--- config.mk ---
export PLATFORM = sky130hd
export DESIGN_NAME = rv32_mod_decode_stage
export DESIGN_NICKNAME = d
export VERILOG_FILES = /design/src/rtl/rv32_mod_decode_stage.sv
export SDC_FILE = /design/constraint.sdc
export NUM_CORES = 1
export LEC_CHECK = 0
export ABC_AREA = 1
export BUFFER_PORTS_ARGS = -buffer_cell sky130_fd_sc_hd__buf_4
export CORE_ASPECT_RATIO = 0.5
export CORE_MARGIN = 2
export CORE_UTILIZATION = 50
export DETAILED_ROUTE_END_ITERATION = 6
export MAX_ROUTING_LAYER = met4
export PLACE_DENSITY_LB_ADDON = 0.12
export SETUP_SLACK_MARGIN = 0.05
export SLEW_MARGIN = 10
export SYNTH_ARGS = -nofsm -noshare
export SYNTH_HDL_FRONTEND = slang
export SYNTH_SLANG_ARGS = --single-unit
--- constraint.sdc ---
create_clock -name clk -period 11.9 [get_ports clk]
set_clock_uncertainty 0.05 [all_clocks]
set_input_delay 0 -clock clk [delete_from_list [all_inputs] [get_ports clk]]
set_output_delay 0 -clock clk [all_outputs]
set_load 0.02 [all_outputs]
--- src/rtl/rv32_mod_decode_stage.sv ---
// rv32_mod_decode_stage
// Registered decode stage: expands the pre-decoded format/func into the
// execute control bundle, buffers results in a small skid FIFO with a
// valid/ready handshake, and holds back instructions that would read a
// register still being produced by a load.
module rv32_mod_decode_stage #(
    parameter int XLEN     = 32,
    parameter int REG_AW   = 5,
    parameter int DEPTH    = 2,
    parameter int LOAD_LAT = 1
) (
    input  logic              clk,
    input  logic              rst,
    input  logic              flush,
    input  logic              in_valid,
    output logic              in_ready,
    input  logic [5:0]        in_format,
    input  logic [5:0]        in_func,
    input  logic              in_is_mem_or_io,
    input  logic [XLEN-1:0]   in_pc,
    input  logic [XLEN-1:0]   in_imm,
    input  logic [REG_AW-1:0] in_rd,
    input  logic [REG_AW-1:0] in_rs1,
    input  logic [REG_AW-1:0] in_rs2,
    output logic              out_valid,
    input  logic              out_ready,
    output logic              out_rf_we,
    output logic              out_op0_pc,
    output logic              out_op1_imm,
    output logic              out_ram_wr,
    output logic              out_br_is_cond,
    output logic              out_br_jmp,
    output logic [4:0]        out_alu_func,
    output logic [3:0]        out_ram_req,
    output logic [1:0]        out_wb_source,
    output logic [2:0]        out_br_cond,
    output logic [XLEN-1:0]   out_pc,
    output logic [XLEN-1:0]   out_imm,
    output logic [REG_AW-1:0] out_rd,
    output logic [REG_AW-1:0] out_rs1,
    output logic [REG_AW-1:0] out_rs2
);

    localparam int PW = $clog2(DEPTH);
    localparam int CW = PW + 1;
    localparam int LW = (LOAD_LAT > 0) ? $clog2(LOAD_LAT + 1) : 1;
    localparam bit LAT_EN = (LOAD_LAT > 0);

    localparam logic [5:0] FMT_R = 6'b100000;
    localparam logic [5:0] FMT_I = 6'b010000;
    localparam logic [5:0] FMT_S = 6'b001000;
    localparam logic [5:0] FMT_B = 6'b001100;
    localparam logic [5:0] FMT_U = 6'b000010;
    localparam logic [5:0] FMT_J = 6'b000011;

    localparam logic [1:0] WB_ALU = 2'd0;
    localparam logic [1:0] WB_PC  = 2'd1;
    localparam logic [1:0] WB_LSU = 2'd2;

    typedef struct packed {
        logic              rf_we;
        logic              op0_pc;
        logic              op1_imm;
        logic              ram_wr;
        logic              br_is_cond;
        logic              br_jmp;
        logic [4:0]        alu_func;
        logic [3:0]        ram_req;
        logic [1:0]        wb_source;
        logic [2:0]        br_cond;
        logic              is_load;
        logic [XLEN-1:0]   pc;
        logic [XLEN-1:0]   imm;
        logic [REG_AW-1:0] rd;
        logic [REG_AW-1:0] rs1;
        logic [REG_AW-1:0] rs2;
    } entry_t;

    entry_t            dec;
    entry_t            head;
    entry_t            mem [DEPTH];
    logic [PW-1:0]     wr_ptr;
    logic [PW-1:0]     rd_ptr;
    logic [CW-1:0]     count;
    logic [LW-1:0]     lat_cnt;
    logic [REG_AW-1:0] lat_rd;
    logic              use_rs1;
    logic              use_rs2;
    logic              hazard;
    logic              full;
    logic              push;
    logic              pop;
    logic [PW-1:0]     off;

    // Expand the incoming format/func into the execute control bundle and note which source registers it reads
    always_comb begin
        dec         = '0;
        use_rs1     = 1'b0;
        use_rs2     = 1'b0;
        dec.pc      = in_pc;
        dec.imm     = in_imm;
        dec.rd      = in_rd;
        dec.rs1     = in_rs1;
        dec.rs2     = in_rs2;
        dec.wb_source = WB_ALU;
        case (in_format)
            FMT_R: begin
                dec.rf_we    = 1'b1;
                dec.alu_func = in_func[4:0];
                use_rs1      = 1'b1;
                use_rs2      = 1'b1;
            end
            FMT_I: begin
                dec.rf_we   = 1'b1;
                dec.op1_imm = 1'b1;
                use_rs1     = 1'b1;
                if (in_is_mem_or_io) begin
                    dec.is_load   = 1'b1;
                    dec.wb_source = WB_LSU;
                    dec.ram_req   = {1'b0, in_func[2:0]};
                end else if (in_func[5]) begin
                    dec.br_jmp    = 1'b1;
                    dec.wb_source = WB_PC;
                end else begin
                    dec.alu_func = in_func[4:0];
                end
            end
            FMT_S: begin
                dec.op1_imm = 1'b1;
                dec.ram_req = in_func[3:0];
                dec.ram_wr  = 1'b1;
                use_rs1     = 1'b1;
                use_rs2     = 1'b1;
            end
            FMT_B: begin
                dec.br_cond    = in_func[2:0];
                dec.br_is_cond = 1'b1;
                dec.op0_pc     = 1'b1;
                dec.op1_imm    = 1'b1;
                use_rs1        = 1'b1;
                use_rs2        = 1'b1;
            end
            FMT_U: begin
                dec.rf_we   = 1'b1;
                dec.op0_pc  = ~in_func[4];
                dec.op1_imm = 1'b1;
            end
            FMT_J: begin
                dec.rf_we     = 1'b1;
                dec.op0_pc    = 1'b1;
                dec.op1_imm   = 1'b1;
                dec.br_jmp    = 1'b1;
                dec.wb_source = WB_PC;
            end
            default: ;
        endcase
    end

    // Detect a read of a register that a buffered load, or a recently issued load, has yet to deliver
    always_comb begin
        hazard = 1'b0;
        off    = '0;
        for (int i = 0; i < DEPTH; i++) begin
            off = PW'(i) - rd_ptr;
            if ((CW'(off) < count) && mem[i].is_load) begin
                if ((use_rs1 && (in_rs1 != '0) && (in_rs1 == mem[i].rd)) ||
                    (use_rs2 && (in_rs2 != '0) && (in_rs2 == mem[i].rd)))
                    hazard = 1'b1;
            end
        end
        if (lat_cnt != '0) begin
            if ((use_rs1 && (in_rs1 != '0) && (in_rs1 == lat_rd)) ||
                (use_rs2 && (in_rs2 != '0) && (in_rs2 == lat_rd)))
                hazard = 1'b1;
        end
    end

    assign full      = (count == CW'(DEPTH));
    assign out_valid = (count != '0);
    assign in_ready  = ~full & ~hazard & ~flush & ~rst;
    assign push      = in_valid & in_ready;
    assign pop       = out_valid & out_ready;

    // Entry storage; contents are only observable through valid slots, so no reset is needed
    always_ff @(posedge clk) begin
        if (push)
            mem[wr_ptr] <= dec;
    end

    // FIFO pointers and occupancy; flush empties the buffer on the next edge
    always_ff @(posedge clk or posedge rst) begin
        if (rst) begin
            wr_ptr <= '0;
            rd_ptr <= '0;
            count  <= '0;
        end else if (flush) begin
            wr_ptr <= '0;
            rd_ptr <= '0;
            count  <= '0;
        end else begin
            if (push)
                wr_ptr <= wr_ptr + 1'b1;
            if (pop)
                rd_ptr <= rd_ptr + 1'b1;
            if (push && !pop)
                count <= count + 1'b1;
            else if (pop && !push)
                count <= count - 1'b1;
        end
    end

    // Track the destination of the latest popped load for LOAD_LAT cycles after it leaves
    always_ff @(posedge clk or posedge rst) begin
        if (rst) begin
            lat_cnt <= '0;
            lat_rd  <= '0;
        end else if (flush) begin
            lat_cnt <= '0;
        end else if (LAT_EN && pop && head.is_load && (head.rd != '0)) begin
            lat_cnt <= LW'(LOAD_LAT);
            lat_rd  <= head.rd;
        end else if (lat_cnt != '0) begin
            lat_cnt <= lat_cnt - 1'b1;
        end
    end

    // Present the head entry, forcing all fields to zero while the stage holds nothing
    always_comb begin
        head = out_valid ? mem[rd_ptr] : '0;
    end

    assign out_rf_we      = head.rf_we;
    assign out_op0_pc     = head.op0_pc;
    assign out_op1_imm    = head.op1_imm;
    assign out_ram_wr     = head.ram_wr;
    assign out_br_is_cond = head.br_is_cond;
    assign out_br_jmp     = head.br_jmp;
    assign out_alu_func   = head.alu_func;
    assign out_ram_req    = head.ram_req;
    assign out_wb_source  = head.wb_source;
    assign out_br_cond    = head.br_cond;
    assign out_pc         = head.pc;
    assign out_imm        = head.imm;
    assign out_rd         = head.rd;
    assign out_rs1        = head.rs1;
    assign out_rs2        = head.rs2;

endmodule

-- Word level (Yosys, flattened, before mapping)
Memories as Yosys holds them, arrays and structs flattened.
Cells that the tools add are included.
- $add $sub $neg: 7
- order comparisons: 2
- equality and inequality tests: 13
- muxes and demuxes: 39
- bitwise operators: 10
- reductions and logical operators: 32
- operators by type and width (kind ; count):
    $mux W100 ; 1
    $eq A5 B5 Y1 ; 6
    $mux W1 ; 25
    $reduce_bool A5 Y1 ; 3
    $logic_and A1 B1 Y1 ; 14
    $eq A6 B2 Y1 const B ; 2
    $eq A6 B4 Y1 const B ; 2
    $pmux W5 S2 ; 1
    $mux W2 ; 4
    $pmux W4 S2 ; 1
    $reduce_or A4 Y1 ; 2
    $eq A6 B5 Y1 const B ; 1
    $eq A6 B6 Y1 const B ; 1
    $mux W3 ; 2
    $mux W6 ; 1
    $reduce_bool A2 Y1 ; 3
    $and A1 B1 Y1 ; 5
    $mux W5 ; 1
    $not A1 Y1 ; 5
    $reduce_or A5 Y1 ; 1
    $lt A1 B2 Y1 ; 2
    $pmux W1 S2 ; 2
    $pmux W2 S2 ; 1
    $logic_or A1 B1 Y1 ; 3
    11 further kinds ; 14
- register bits: 10
- bits in writable memories: 200
- input bits: 97
- output and inout bits: 101
- logic and storage cells: 109
- memories kept: 1
- memories (memory ; depth ; bits a word ; read ports ; clocked after Yosys merged registers in ; write ports ; RTL line ; text):
    mem ; 2 ; 100 ; 3 ; 0 ; 1 ; 81 ; entry_t mem [DEPTH];

-- Longest topological paths before layout
- word-level depth: 22
- mapped depth: 15
- gate-level depth less buffers: 15

-- Worst setup path after synthesis
OpenSTA, ideal clock, no wires.
- path type: reg2reg
- start: register count[0]
- end: memory mem[0][0] (netlist name), enable pin
- setup time: 0.558 ns
- data arrival time: 5.359 ns
- data required time: 11.292 ns
- slack: 5.934 ns
- cell stages (with the launch flop): 10
- path buffers: 0
- clock period less this slack: 5.966 ns
- cell sequence: dfrtp_1 -> nor2_4 -> inv_4 -> nand2_1 -> a21oi_1 -> nand2_1 -> nand2_2 -> nor2_4 -> nand2_4 -> nor2_1
- cells in the longest elaborated chain, start to end: 14
- elaborated cells between the ends (all ways): 18
- those cells by class: order compare (2); eq/ne (1); mux (7); bitwise (6); reduce/logical (2)
- ends and longest elaborated chain (what ; RTL line ; text):
    start: declaration ; 84 ; logic [CW-1:0] count;
    start signal: assignment ; 206 ; count <= count + 1'b1;
    start signal: assignment ; 208 ; count <= count - 1'b1;
    $lt A1 B2 Y1 ; 165 ; if ((CW'(off) < count) && mem[i].is_load) begin
    $logic_and A1 B1 Y1 ; 165 ;
    $mux W1 ; 165 ;
    $mux W1 ; 166 ; if ((use_rs1 && (in_rs1 != '0) && (in_rs1 == mem[i].rd)) ||
    $mux W1 ; 165 ;
    $mux W1 ; 172 ; if ((use_rs1 && (in_rs1 != '0) && (in_rs1 == lat_rd)) ||
    $mux W1 ; 171 ; if (lat_cnt != '0) begin
    $not A1 Y1 ; 180 ; assign in_ready = ~full & ~hazard & ~flush & ~rst;
    $and A1 B1 Y1 * (3 in a row) ; 180 ;
    net in_ready ; 16 ; output logic in_ready,
    $and A1 B1 Y1 * ; 181 ; assign push = in_valid & in_ready;
    $mux W1 * ; 186 ; if (push)
    $mux W1 (not written as such) * ; 187 ; mem[wr_ptr] <= dec;
    end: declaration ; 81 ;
Mark *: on every way through the listed nets, which the timed path passes. The rest lies on a longest branch.

-- Final worst setup path
- start: register count[0]
- end: memory mem[1][37] (netlist name), enable pin
- cells in the longest elaborated chain, start to end: 14
- elaborated cells between the ends (all ways): 18
- those cells by class: order compare (2); eq/ne (1); mux (7); bitwise (6); reduce/logical (2)
- ends and longest elaborated chain (what ; RTL line):
    $lt A1 B2 Y1 ; 165
    $logic_and A1 B1 Y1 ; 165
    $mux W1 ; 165
    $mux W1 ; 166
    $mux W1 ; 165
    $mux W1 ; 172
    $mux W1 ; 171
    $not A1 Y1 ; 180
    $and A1 B1 Y1 * (3 in a row) ; 180
    $and A1 B1 Y1 * ; 181
    $mux W1 * ; 186
    $mux W1 (not written as such) * ; 187
Mark *: on every way between the ends. The rest lies on a longest branch, timed or not.

==> flow_metrics.env <==
export IMPL_final_cells=1272
export IMPL_grt_overflow=0
export IMPL_grt_pass1_wl_um=32500
export IMPL_power_mw=2.22
export IMPL_yosys_area_top_type="edfxtp_1"
export IMPL_power_share_sequential_pct=38.9
export IMPL_core_area_um2=16600
export IMPL_power_leakage_nw=4.82
export IMPL_cts_buffers=20
export IMPL_synth_compound_area_share_pct=6.95
export IMPL_vias=6463
export IMPL_max_cap_viol_count=0
export IMPL_fmax_mhz=218
export IMPL_tightestPinTransition_ns=1.15
export IMPL_gp_congestion=0.863
export IMPL_ioPinCount=198
export IMPL_synth_top_cell_area_share_pct=69.3
export IMPL_n_fill_cell=1166
export IMPL_irDropWorstVdd_mv=0.104
export IMPL_pwr_share_comb_pct=33.0
export IMPL_p_switching_mw=0.741
export IMPL_final_net_count=1128
export IMPL_synthMuxAreaShare_pct=0
export IMPL_min_path_type="in -> reg"
export IMPL_cts_root_buf="clkbuf_16"
export IMPL_swShare_pct=33.4
export IMPL_syn_to_final_growth_pct=39.0
export IMPL_synth_top_family_by_area="simple AND/OR/NAND/NOR gates"
export IMPL_yosysWarnings=0
export IMPL_rsz0062_at_grt="no"
export IMPL_synthTopCellsByArea="edfxtp_1, nand2_1, a21oi_1"
export IMPL_place_inst=1135
export IMPL_hold_buffers=101
export IMPL_ctsHtreeMaxLevel=1
export IMPL_drt_iter0_drc=459
export IMPL_dp_worst_setup_slack_ns=7.31
export IMPL_wl_um=20700
export IMPL_timing_final_crit_share_pct=38.6
export IMPL_fin_setup_tns_ns=0
export IMPL_die_area_um2=18300
export IMPL_wl_per_cell_um=16.3
export IMPL_drc=0
export IMPL_syn_area_per_cell_um2=11.6
export IMPL_criticalPathCategory="reg -> reg"
export IMPL_ys_seq_area_share_pct=72.2
export IMPL_vias_per_cell=5.08
export IMPL_final_area_um2=11900
export IMPL_setup_slack_ns=7.31
export IMPL_synth_cell_types=29
export IMPL_clkLatencyLatePin_ns=0.48
export IMPL_synth_simple_area_share_pct=15.7
export IMPL_final_common_cell="nand2_1"
export IMPL_maxSlewViolCount=0
export IMPL_cts_resized=0
export IMPL_die_w_um=189
export IMPL_port_buffers=197
export IMPL_period_minus_slack_ns=4.59
export IMPL_yosys_register_bits=208
export IMPL_num_rows=33
export IMPL_grt_max_degree=100
export IMPL_intPower_mw=1.48
export IMPL_finalHoldViolCount=0
export IMPL_cp_start_kind="flip-flop"
export IMPL_diodes=0
export IMPL_status="finished, final reports clean"
export IMPL_synth_nets=835
export IMPL_synth_xor_area_share_pct=1.94
export IMPL_post_route_util_pct=71.9
export IMPL_place_hpwl_um=12500
export IMPL_hold_ws_ns=0.0476
export IMPL_start_util_pct=51.7
export IMPL_drt_antenna_violating_nets=0
export IMPL_cts_clk_slew_worst_paths_ns=0.06
export IMPL_placed_area_um2=10300
export IMPL_arrival_ns=4.65
export IMPL_clockBufferDepth=3
export IMPL_yosys_area_share_adder_pct=0
export IMPL_synth_area_um2=8580
export IMPL_setup_viol=0
export IMPL_grt_use_total_pct=23.1
export IMPL_firstDrtPassIters=5
export IMPL_postCtsSetupBuffers=0
export IMPL_die_y_um=96.6
export IMPL_powerDensity_nw_per_um2=186
export IMPL_worst_setup_path_end_kind="flip-flop"
export IMPL_final_cell_mix="nand2_1, buf_4, edfxtp_1, dlygate4sd3_1, a21oi_1"
export IMPL_clock_sinks=208
export IMPL_cp_max_fo=78
export IMPL_antenna_found_initial=0
export IMPL_synthCells=738
export IMPL_slew_headroom_pct=23.2
export IMPL_layout_drive_gt1_share_pct=24.2
export IMPL_required_ns=11.95
export IMPL_cts_tree="built"
export IMPL_pwr_share_clk_pct=28.2
export IMPL_grt_pass1_vias=6279
## logic make-up after synthesis
group                  after synthesis
AND/OR/NAND/NOR                    326
XOR/XNOR                            19
buffers and inverters               70
flip-flops                         208
AO/OA/AOI/OAI                      115
## synth_stat cells
library cell / count
a211oi_1: 2
a21oi_1: 98
a21oi_2: 1
buf_1: 4
buf_2: 8
buf_4: 1
clkbuf_1: 19
dfrtp_1: 10
edfxtp_1: 198
inv_1: 35
inv_2: 2
inv_4: 1
nand2_1: 253
nand2_2: 3
nand2_4: 2
nand3_1: 16
nand3_2: 5
nand4_1: 5
nor2_1: 32
nor2_2: 2
nor2_4: 3
nor3_1: 4
nor4_1: 1
o211ai_1: 2
o21ai_0: 6
o21ai_1: 4
o31a_2: 1
o31ai_1: 1
xnor2_1: 19
## power groups by stage
stage,Combinational [mW],Clock [mW],Sequential [mW]
2_1_floorplan,0.406,0,0.877
3_3_place_gp,0.698,0,0.877
3_5_place_dp,0.702,0,0.879
4_1_cts,0.731,0.636,0.863
5_1_grt,0.784,0.668,0.867
6_report,0.732,0.626,0.864
## worst paths after layout
check	from	to	slack (ns)	cells past startpoint
setup / recovery	count[0]$_DFFE_PP0P_	mem[1][37]$_DFFE_PP_	7.31	11
hold / removal	in_format[4]	mem[1][98]$_DFFE_PP_	0.05	4
setup reg to reg	count[0]$_DFFE_PP0P_	mem[1][37]$_DFFE_PP_	7.31	11
hold reg to reg	lat_rd[2]$_DFFE_PP0P_	lat_rd[2]$_DFFE_PP0P_	0.52	2
max in group asynchronous	rst	rd_ptr$_DFFE_PP0P_	11.38	3
min in group asynchronous	rst	lat_rd[0]$_DFFE_PP0P_	0.07	3
## cell type report
type                            instances  area (um^2)  area share, %
Sequential cell                       208         6200           52.0
Tap cell                              227          284           2.38
Multi-Input combinational cell        460         2120           17.8
Inverter                               38          146           1.23
Timing Repair Buffer                  303         2530           21.2
Clock buffer                           26          544           4.56
Clock inverter                         10          103          0.860
## critical path, cell delays in order, from the launching register on
cell	delay [ns]
dfrtp_1	0.44
nor2_4	0.90
buf_4	0.68
inv_4	0.11
nand2_1	0.09
a21oi_1	0.04
nand2_1	0.08
nand2_2	0.07
nor2_4	0.13
nand2_4	0.11
nor2_4	0.50
buf_4	0.91
## registers in the layout (all words and copies together) (netlist names)
register	flops
lat_cnt	1
mem	198
count	2
rd_ptr	1
lat_rd	5
wr_ptr	1
## layer usage
metal	share of wire [%]	global-route usage, %	up-vias
met5	0	-	-
met4	1.0	3.34	0
met3	6.4	3.85	20
met2	47	36.7	221
met1	45	32.5	3109
li1	-	-	3113
(Power assumes the default switching activity.)
